## config.mk

```make
export PLATFORM = sky130hd
export DESIGN_NAME = start_conditioner
export DESIGN_NICKNAME = d
export VERILOG_FILES = /design/src/rtl/start_conditioner.sv
export SDC_FILE = /design/constraint.sdc
export NUM_CORES = 1
export LEC_CHECK = 0
export ABC_AREA = 1
export BUFFER_PORTS_ARGS = -buffer_cell sky130_fd_sc_hd__buf_4
export CORE_ASPECT_RATIO = 1.5
export CORE_MARGIN = 3
export CORE_UTILIZATION = 40
export CTS_BUF_LIST = sky130_fd_sc_hd__clkbuf_8
export CTS_CLUSTER_DIAMETER = 150
export DETAILED_ROUTE_END_ITERATION = 10
export GPL_TIMING_DRIVEN = 0
export PLACE_DENSITY = 0.7
export SETUP_SLACK_MARGIN = 0.2
export SLEW_MARGIN = 40
export SYNTH_ARGS = -nofsm -noshare
export SYNTH_HDL_FRONTEND = slang
export SYNTH_SLANG_ARGS = --single-unit
```

## constraint.sdc

```tcl
create_clock -name newClock -period 1.45 [get_ports newClock]
set_input_delay 0 -clock newClock [delete_from_list [all_inputs] [get_ports newClock]]
set_output_delay 0 -clock newClock [all_outputs]
set_load 0.01 [all_outputs]
```

## src/rtl/start_conditioner.sv

```systemverilog
// start_conditioner: input front-end for the factorial-sum datapath.
// Synchronizes and debounces the start button and the num switches, range
// checks the switch value on each clean press, hands a one-cycle start pulse
// to the compute FSM and follows its busy handshake so presses cannot
// re-trigger a computation that is still running.
module start_conditioner #(
  parameter int DEBOUNCE_CYCLES = 4,
  parameter int MAX_NUM         = 44,
  parameter int ACK_TIMEOUT     = 8
) (
  input  logic       newClock,
  input  logic       rst,
  input  logic       start_btn,
  input  logic [5:0] num_sw,
  input  logic       busy,
  output logic       start_pulse,
  output logic [5:0] target,
  output logic       ready,
  output logic [1:0] err_code
);

  localparam int DB_W  = $clog2(DEBOUNCE_CYCLES + 1);
  localparam int ACK_W = $clog2(ACK_TIMEOUT + 1);

  localparam logic [DB_W-1:0]  DB_LAST  = DB_W'(DEBOUNCE_CYCLES - 1);
  localparam logic [ACK_W-1:0] ACK_LAST = ACK_W'(ACK_TIMEOUT - 1);
  localparam logic [31:0]      MAX_VAL  = 32'(MAX_NUM);

  localparam logic [1:0] ERR_NONE    = 2'b00;
  localparam logic [1:0] ERR_RANGE   = 2'b01;
  localparam logic [1:0] ERR_TIMEOUT = 2'b10;

  typedef enum logic [2:0] {
    S_IDLE,
    S_CHECK,
    S_ISSUE,
    S_WAIT_ACK,
    S_WAIT_DONE,
    S_ERR
  } state_e;

  logic            btnMeta_q;
  logic            btnSync_q;
  logic [5:0]      numMeta_q;
  logic [5:0]      numSync_q;

  logic [DB_W-1:0] dbCnt_q;
  logic [DB_W-1:0] dbCnt_d;
  logic            btnStable_q;
  logic            btnStable_d;
  logic            btnStableDly_q;
  logic            pressEvent;

  state_e          state_q;
  state_e          state_d;
  logic [5:0]      target_q;
  logic [5:0]      target_d;
  logic [1:0]      errCode_q;
  logic [1:0]      errCode_d;
  logic [ACK_W-1:0] ackCnt_q;
  logic [ACK_W-1:0] ackCnt_d;
  logic            startPulse_q;
  logic            startPulse_d;
  logic            ready_q;
  logic            ready_d;

  // Two-flop synchronizers bring the raw button and switches into newClock.
  always_ff @(posedge newClock or negedge rst) begin
    if (!rst) begin
      btnMeta_q <= 1'b0;
      btnSync_q <= 1'b0;
      numMeta_q <= '0;
      numSync_q <= '0;
    end else begin
      btnMeta_q <= start_btn;
      btnSync_q <= btnMeta_q;
      numMeta_q <= num_sw;
      numSync_q <= numMeta_q;
    end
  end

  // Debounce: a level change is accepted only after it has held for
  // DEBOUNCE_CYCLES consecutive cycles; any bounce back clears the count.
  always_comb begin
    dbCnt_d     = '0;
    btnStable_d = btnStable_q;
    if (btnSync_q != btnStable_q) begin
      if (dbCnt_q == DB_LAST) begin
        btnStable_d = btnSync_q;
      end else begin
        dbCnt_d = dbCnt_q + 1'b1;
      end
    end
  end

  // Debounced level, its one-cycle delayed copy and the run counter.
  always_ff @(posedge newClock or negedge rst) begin
    if (!rst) begin
      dbCnt_q        <= '0;
      btnStable_q    <= 1'b0;
      btnStableDly_q <= 1'b0;
    end else begin
      dbCnt_q        <= dbCnt_d;
      btnStable_q    <= btnStable_d;
      btnStableDly_q <= btnStable_q;
    end
  end

  // Only the rising edge of the debounced button counts as a press.
  assign pressEvent = btnStable_q & ~btnStableDly_q;

  // Control FSM. The switch value is captured on the edge that enters CHECK
  // so target is already valid while CHECK range-checks it; later switch
  // movement cannot disturb either the check or the latched value.
  always_comb begin
    state_d   = state_q;
    target_d  = target_q;
    errCode_d = errCode_q;
    ackCnt_d  = ackCnt_q;
    unique case (state_q)
      S_IDLE, S_ERR: begin
        if (pressEvent) begin
          state_d   = S_CHECK;
          target_d  = numSync_q;
          errCode_d = ERR_NONE;
        end
      end
      S_CHECK: begin
        if ({26'd0, target_q} > MAX_VAL) begin
          state_d   = S_ERR;
          errCode_d = ERR_RANGE;
        end else begin
          state_d = S_ISSUE;
        end
      end
      S_ISSUE: begin
        state_d  = S_WAIT_ACK;
        ackCnt_d = '0;
      end
      S_WAIT_ACK: begin
        if (busy) begin
          state_d = S_WAIT_DONE;
        end else if (ackCnt_q == ACK_LAST) begin
          state_d   = S_ERR;
          errCode_d = ERR_TIMEOUT;
        end else begin
          ackCnt_d = ackCnt_q + 1'b1;
        end
      end
      S_WAIT_DONE: begin
        if (!busy) begin
          state_d = S_IDLE;
        end
      end
      default: begin
        state_d = S_IDLE;
      end
    endcase
  end

  // Registered outputs are decoded from the next state so they line up
  // exactly with the state they describe.
  always_comb begin
    startPulse_d = (state_d == S_ISSUE);
    ready_d      = (state_d == S_IDLE) || (state_d == S_ERR);
  end

  // FSM state and output registers; reset truncates any pulse in flight.
  always_ff @(posedge newClock or negedge rst) begin
    if (!rst) begin
      state_q      <= S_IDLE;
      target_q     <= '0;
      errCode_q    <= ERR_NONE;
      ackCnt_q     <= '0;
      startPulse_q <= 1'b0;
      ready_q      <= 1'b1;
    end else begin
      state_q      <= state_d;
      target_q     <= target_d;
      errCode_q    <= errCode_d;
      ackCnt_q     <= ackCnt_d;
      startPulse_q <= startPulse_d;
      ready_q      <= ready_d;
    end
  end

  assign start_pulse = startPulse_q;
  assign target      = target_q;
  assign ready       = ready_q;
  assign err_code    = errCode_q;

endmodule

```

### Word level (Yosys, flattened, before mapping)

Cells that the tools add are included.

* bits of input ports: 10
* output and inout bits: 10
* flip-flop bits (word level): 36
* logic and storage cells: 59

* $add $sub $neg: 2
* eq/ne operators: 15
* order comparisons: 1
* reduce and logical (&&, ||, !) cells: 10
* bitwise operators: 2
* mux-type cells: 16

Operators with widths (count)
* $mux W3: 7
* $pmux W3 S5: 1
* $eq A3 B2 Y1 const B: 4
* $ne A2 B2 Y1 const B: 5
* $eq A3 B3 Y1 const B: 3
* $mux W2: 4
* $mux W4: 2
* $pmux W4 S2: 1
* $gt A6 B6 Y1 const B: 1
* $logic_not A3 Y1: 2
* $pmux W2 S3: 1
* $reduce_and A5 Y1: 1
* $add A4 B1 Y4 const B: 1
* $eq A4 B3 Y1 const B: 1
* $reduce_and A2 Y1: 2
* $add A3 B1 Y3 const B: 1
* $eq A3 B1 Y1 const B: 1
* $reduce_and A3 Y1: 1
* $reduce_bool A3 Y1: 1
* $reduce_bool A2 Y1: 1
* $reduce_or A2 Y1: 1
* $and A1 B1 Y1: 1
* $logic_or A1 B1 Y1: 1
* $ne A1 B1 Y1: 1
* $not A1 Y1: 1

### Depth between registers and ports, before layout

Gate-level depths: netlist of the first run.

* word-level depth: 6
* gate-level depth with buffers: 10
* mapped depth without buffers: 10

### Worst setup path before layout of the first run

Ideal clock, no wire load.

* kind: register to register
* from: register state_q[0]
* to: register target_q[0], in the netlist target[0]
* buffers on the path: 0
* path slack: 0.210 ns
* arrival: 1.115 ns
* data required time: 1.325 ns
* period minus slack after synthesis: 1.240 ns
* setup time: 0.125 ns
* stages on the path, launching flop included: 6
* cells stage by stage: dfrtp_1 nor2_1 nand2_1 nand2_2 nand2_4 mux2_4

* longest elaborated chain between the ends: 3
* elaborated cells on any way between the ends: 4
* those cells by class: eq/ne: 1; reduce/logical: 3

Ends and longest elaborated chain
* start: declaration: line 54 `state_e state_q;`
* start signal: assignment: line 178 `state_q <= state_d;`
* $eq A3 B3 Y1 or $logic_not A3 Y1 (tied branches): line 120 `unique case (state_q)`
* $reduce_or A2 Y1 *: line 120
* $reduce_and A2 Y1 (no source line) *
* end signal: assignment: line 179 `target_q <= target_d;`
* end: declaration: line 56 `logic [5:0] target_q;`

Every way passes the cells marked *; elsewhere a longest branch is shown, timed or not.
A chain may end at the register's enable or synchronous reset.

### Worst setup path after layout of the first run

* from: register state_q[1]
* to: register target_q[2], in the netlist target[2]

The elaborated chain is that of the path after synthesis.

==> impl_metrics.env, run 1 <==
export IMPL_syn_inst=143
export IMPL_cts_buffers=5
export IMPL_setup_viol=0
export IMPL_r2r_setup_slack_ns=0.12
export IMPL_syn_nets=155
export IMPL_crit_arrival_ns=1.50
export IMPL_reg2reg_to="target[2]"
export IMPL_wl_per_cell_um=12.2
export IMPL_powerDensity_nw_per_um2=1960
export IMPL_nets=200
export IMPL_tightest_slew_ns=0.436
export IMPL_insertion_delay_ns=0.28
export IMPL_grt_max_degree=37
export IMPL_syn_avg_cell_area_um2=10.2
export IMPL_period_minus_slack_ns=1.33
export IMPL_drc_errors=0
export IMPL_insertedDiodeCount=0
export IMPL_drt_iter0_drc=22
export IMPL_num_rows=26
export IMPL_clkSlewWorstSetupHoldPaths_ns=0.07
export IMPL_rsz0062_at_grt="yes"
export IMPL_hold_class="input port to register"
export IMPL_cts_buffer_depth=2
export IMPL_slew_viol_final=0
export IMPL_r2r_cells=5
export IMPL_layout_setup_ws_ns=0.116
export IMPL_min_period_over_period=0.920
export IMPL_fp_dieW_um=55.4
export IMPL_cp_end_kind="register"
export IMPL_worstSetupPathType="register to register"
export IMPL_max_cap_viol_count=0
export IMPL_core_um2=3450
export IMPL_gr_usage_all_layers=0.138
export IMPL_grt_pass1_vias=1184
export IMPL_min_delay_start="busy"
export IMPL_synth_cell_type_count=24
export IMPL_num_io_pins=20
export IMPL_syn_area_um2=1460
export IMPL_cp_start_kind="register"
export IMPL_seq_area_um2=906
export IMPL_drive_gt1_frac=0.397
export IMPL_grt_pass1_wl_mm=4.76
export IMPL_ys_seq_area_frac=0.617
export IMPL_place_gp_congestion=0.959
export IMPL_clock_sinks=36
export IMPL_port_buffers=19
export IMPL_peakVddDrop_uv=1020
export IMPL_drtPass1Iterations=4
export IMPL_ys_ff_latch=36
export IMPL_multi_input_area_um2=558
export IMPL_pre_cts_ws_ns=0.0696
export IMPL_antenna_found_initial=0
export IMPL_fin_worst_skew_ns=0.00907
export IMPL_crit_fanout=8
export IMPL_outcome="finished, final reports clean"
export IMPL_maxSlewHeadroom=0.709
export IMPL_chipHeight_um=80.1
export IMPL_wirelength_mm=2.82
export IMPL_postRouteAntennaNets=0
export IMPL_cts_max_level=2
export IMPL_die_area_um2=4430
export IMPL_finalHoldViolations=0
export IMPL_initial_core_util=0.424
export IMPL_p_leak_nw=1.01
export IMPL_grt_overflow=0
export IMPL_max_freq_ghz=0.750
export IMPL_whs_path_depth=5
export IMPL_timing_rr_start="state_q[1]"
export IMPL_via_per_inst=4.89
export IMPL_yosysWarnings=0
export IMPL_fillers=290
export IMPL_root_buffer="clkbuf_8"
export IMPL_vias=1130
export IMPL_finalSetupTns_ns=0
export IMPL_area_growth_pct=35.6
export IMPL_dp_hpwl_mm=1.85
export IMPL_holdPathEnd="state_q[2]"
export IMPL_cts_tree="done"
export IMPL_required_ns=1.62
-- through the flow --
stage	power (mW)	hold slack, ns	util	cells	area, µm²
floorplan	2.37	-0.296	-	143	1460
global placement	2.75	-0.0336	0.481	204	1660
detailed placement	2.81	-0.0185	0.481	204	1660
CTS	3.75	0.0506	0.558	227	1920
global route	4.18	0.106	0.575	231	1980
finish	3.88	0.0826	0.575	231	1980
-- worst max-delay path by stage --
stage	endpoint	cells after the start	slack, ns	startpoint
after CTS	target[2]	5	0.15	state_q[1]
final	target[2]	5	0.12	state_q[1]
after detailed placement	target[2]	5	0.07	state_q[0]
after global placement	err_code[0]	7	0.12	state_q[0]
after floorplan	target[0]	5	0.21	state_q[0]
after global routing	target[3]	5	0.06	state_q[1]
-- routing by layer --
layer | part of all wire | wire length (µm) | vias to the layer above | GRT usage
li1 | - | - | 542 | -
met1 | 0.38 | 1070 | 546 | 0.132
met2 | 0.55 | 1550 | 32 | 0.257
met3 | 0.039 | 111 | 10 | 0.0370
met4 | 0.031 | 86 | 0 | 0.0876
met5 | 0 | 0 | - | 0
-- cell usage in the layout (no fill, tap or decap), drive strengths merged, types with 2 or more instances in the layout --
cell,count
mux2,5
dfrtp,35
inv,20
buf,30
nor3,2
clkbuf,6
a21oi,8
nand3,15
o21ai,3
nand2,33
dlygate4sd3,8
ha,2
nor2,17
-- critical path: stages, from the launching register on --
cell     delay [ns]
dfrtp_2        0.48
nor2_4         0.14
nand2_1        0.08
nand2_2        0.10
nand2_4        0.10
mux2_4         0.31
-- synthesized netlist by cell type --
master,number,share of area
nor3b_1,1,0.0051
dfrtp_1,35,0.60
xnor2_1,1,0.0060
nor2_1,16,0.041
nand3b_1,1,0.0051
nand4_1,1,0.0043
inv_2,4,0.010
a21oi_1,7,0.024
nor3_2,1,0.0068
dfstp_2,1,0.018
a21oi_2,1,0.0060
o21ai_1,1,0.0034
nor3_1,1,0.0034
inv_1,14,0.036
o21ai_0,2,0.0068
nor2_4,1,0.0077
mux2_4,4,0.041
nand2_1,28,0.072
nand3_2,1,0.0068
nand3_1,14,0.048
ha_1,2,0.017
mux2_2,1,0.0077
nand2_2,4,0.017
nand2_4,1,0.0077
-- state kept, by name (all words and copies together), names as in the netlist --
name,cells
btnStable_q,1
numMeta_q,6
dbCnt_q,3
state_q,3
btnSync_q,1
target,6
ready,1
numSync_q,6
btnMeta_q,1
err_code,2
btnStableDly_q,1
ackCnt_q,4
start_pulse,1
-- report_power, final --
part | internal [mW] | switching, mW
sequential | 1.29 | 0.240
clock | 0.373 | 0.323
combinational | 0.794 | 0.866
total | 2.45 | 1.43
-- layout make-up --
cell class,count,share of cell area
inverter,18,0.0341
timing repair buffer,38,0.156
sequential,36,0.457
clock buffer,6,0.0416
clock inverter,2,0.00379
multi-input combinational,89,0.281
tap,42,0.0265
-- timing repair --
item | CTS | global route
setup buffers | 7 | 4
resized for setup | 15 | 9
endpoints found under the setup margin | 12 | 15
hold buffers | 8 | 0
hold endpoints to repair | 43 | 0
pin swaps | 5 | 3
-- kinds of logic after synthesis --
logic type | count (synthesis) | synth area share
compound gates | 11 | 0.0402
flops | 36 | 0.617
simple gates | 70 | 0.225
mux | 5 | 0.0488
xor+xnor | 1 | 0.00599
fa+ha+maj | 2 | 0.0171
buf+inv | 18 | 0.0462
(Power assumes the default switching activity.)
==> inputs of run 2 (changes only) <==
--- a/config.mk
+++ b/config.mk
@@ -16,6 +16,7 @@
 export GPL_TIMING_DRIVEN = 0
 export PLACE_DENSITY = 0.7
 export SETUP_SLACK_MARGIN = 0.2
+export SKIP_CTS_REPAIR_TIMING = 1
 export SLEW_MARGIN = 40
 export SYNTH_ARGS = -nofsm -noshare
 export SYNTH_HDL_FRONTEND = slang
==> constraint.sdc (replaced) <==
create_clock -name newClock -period 1.3 [get_ports newClock]
set_input_delay 0 -clock newClock [delete_from_list [all_inputs] [get_ports newClock]]
set_output_delay 0 -clock newClock [all_outputs]
set_load 0.01 [all_outputs]
==> run 2 against run 1 <==
Against the previous run:
- total power rose by 6.5%
- sequential share of layout area rose by 0.94 points
- the flow now finishes with violations (setup timing)
- clock skew rose by 0.00085 ns
- register-to-register slack got worse by 0.15 ns
==> impl_metrics.env, run 2 (synthesized netlist as in run 1, its figures left out) <==
export IMPL_gr_usage_all_layers=0.139
export IMPL_outcome="finished, violations left"
export IMPL_dp_hpwl_mm=1.91
export IMPL_initial_core_util=0.424
export IMPL_powerDensity_nw_per_um2=2130
export IMPL_swShare=0.364
export IMPL_num_rows=26
export IMPL_finalHoldViolations=0
export IMPL_min_period_over_period=1.02
export IMPL_grt_pass1_wl_mm=4.65
export IMPL_peakVddDrop_uv=1150
export IMPL_wl_per_cell_um=12.3
export IMPL_final_common_cell="dfrtp_1"
export IMPL_postLayoutCoreUtil=0.563
export IMPL_cts_tree="done"
export IMPL_drtPass1Iterations=4
export IMPL_pwr_share_seq=0.409
export IMPL_p_int_mw=2.63
export IMPL_drt_iter0_drc=20
export IMPL_vias=1103
export IMPL_grt_pass1_vias=1116
export IMPL_crit_arrival_ns=1.49
export IMPL_die_area_um2=4430
export IMPL_area_growth_pct=32.8
export IMPL_drc_errors=0
export IMPL_port_buffers=19
export IMPL_clkSlewWorstSetupHoldPaths_ns=0.07
export IMPL_maxSlewHeadroom=0.704
export IMPL_slew_viol_final=0
export IMPL_r2r_setup_slack_ns=-0.03
export IMPL_place_gp_congestion=0.946
export IMPL_nets=196
export IMPL_max_cap_viol_count=0
export IMPL_max_freq_ghz=0.751
export IMPL_postRouteAntennaNets=0
export IMPL_hold_class="input port to register"
export IMPL_wirelength_mm=2.78
export IMPL_via_per_inst=4.86
export IMPL_p_switching_mw=1.50
export IMPL_cts_buffers=5
export IMPL_finalSetupTns_ns=-0.140
export IMPL_root_buffer="clkbuf_8"
export IMPL_grt_max_degree=37
export IMPL_fillers=310
export IMPL_insertedDiodeCount=0
export IMPL_cp_cell_sequence="nor2_2, nand2_1, nand2_2, nand2_4, mux2_4"
export IMPL_fp_dieW_um=55.4
export IMPL_chipHeight_um=80.1
export IMPL_cts_max_level=2
export IMPL_num_io_pins=20
export IMPL_cts_buffer_depth=2
export IMPL_worstSetupPathType="register to register"
export IMPL_clockPowerShare=0.187
export IMPL_drive_gt1_frac=0.362
export IMPL_antenna_found_initial=0
export IMPL_p_leak_nw=0.993
export IMPL_rsz0062_at_grt="yes"
export IMPL_core_um2=3450
export IMPL_layout_setup_ws_ns=-0.0311
export IMPL_insertion_delay_ns=0.28
export IMPL_mostFrequentLayoutCells="dfrtp_1, buf_4, nand2_1"
export IMPL_cp_end_kind="register"
export IMPL_violations="setup timing"
export IMPL_worst_path_max_delay_cell="dfrtp_2"
export IMPL_cpPeakStageDelay_ns=0.46
export IMPL_grt_overflow=0
export IMPL_required_ns=1.46
export IMPL_fin_worst_skew_ns=0.00992
export IMPL_clock_sinks=36
export IMPL_cp_start_kind="register"
export IMPL_power_frac_comb=0.404
export IMPL_crit_fanout=8
export IMPL_period_minus_slack_ns=1.33
export IMPL_tightest_slew_ns=0.444
export IMPL_setup_viol=6
## run 2: through the flow
step           area [µm²]  cells  total power [mW]  hold slack [ns]  worst slack [ns]
6_report             1940    227              4.13           0.0771           -0.0311
5_1_grt              1940    227              4.46            0.112            -0.104
4_1_cts              1750    212              3.94           -0.331           -0.0732
3_5_place_dp         1660    204              3.15          -0.0171           -0.0589
3_3_place_gp         1660    204              3.06          -0.0335           -0.0212
2_1_floorplan        1470    143              2.64           -0.296            0.0602
## run 2: worst paths after layout
check	start	to	cells after the start
hold / removal	busy	ackCnt_q[2]	4
min in group asynchronous	rst	ackCnt_q[3]	2
max in group asynchronous	rst	ready	2
setup / recovery	state_q[0]	target[2]	5
hold reg to reg	numMeta_q[2]	numSync_q[2]	0
setup reg to reg	state_q[0]	target[2]	5
## run 2: area by class of cell
class,count,area (µm²),share of cell area
clock inverter,2,7.51,0.00386
timing repair buffer,34,275,0.142
tap,42,52.6,0.0270
clock buffer,6,82.6,0.0425
sequential,36,906,0.466
inverter,18,67.6,0.0348
multi-input combinational,89,552,0.284
## run 2: metal layers
metal  part of all wire  global-route usage  up-vias
li1                   -                   -      535
met2               0.55               0.248       31
met3              0.043              0.0370       10
met4              0.029               0.105        0
met5                  0                   0        -
met1               0.38               0.137      527
## run 2: power groups by stage
stage	logic (mW)	clock network [mW]	registers (mW)
after detailed placement	1.46	0	1.69
after global routing	1.87	0.850	1.74
final	1.67	0.772	1.69
after floorplan	0.933	0	1.71
after global placement	1.40	0	1.66
after CTS	1.47	0.802	1.67
## run 2: critical path: cells and delay by family (launching register included)
kind | cells | cell delay [ns]
flops | 1 | 0.46
mux | 1 | 0.31
simple gates | 4 | 0.44
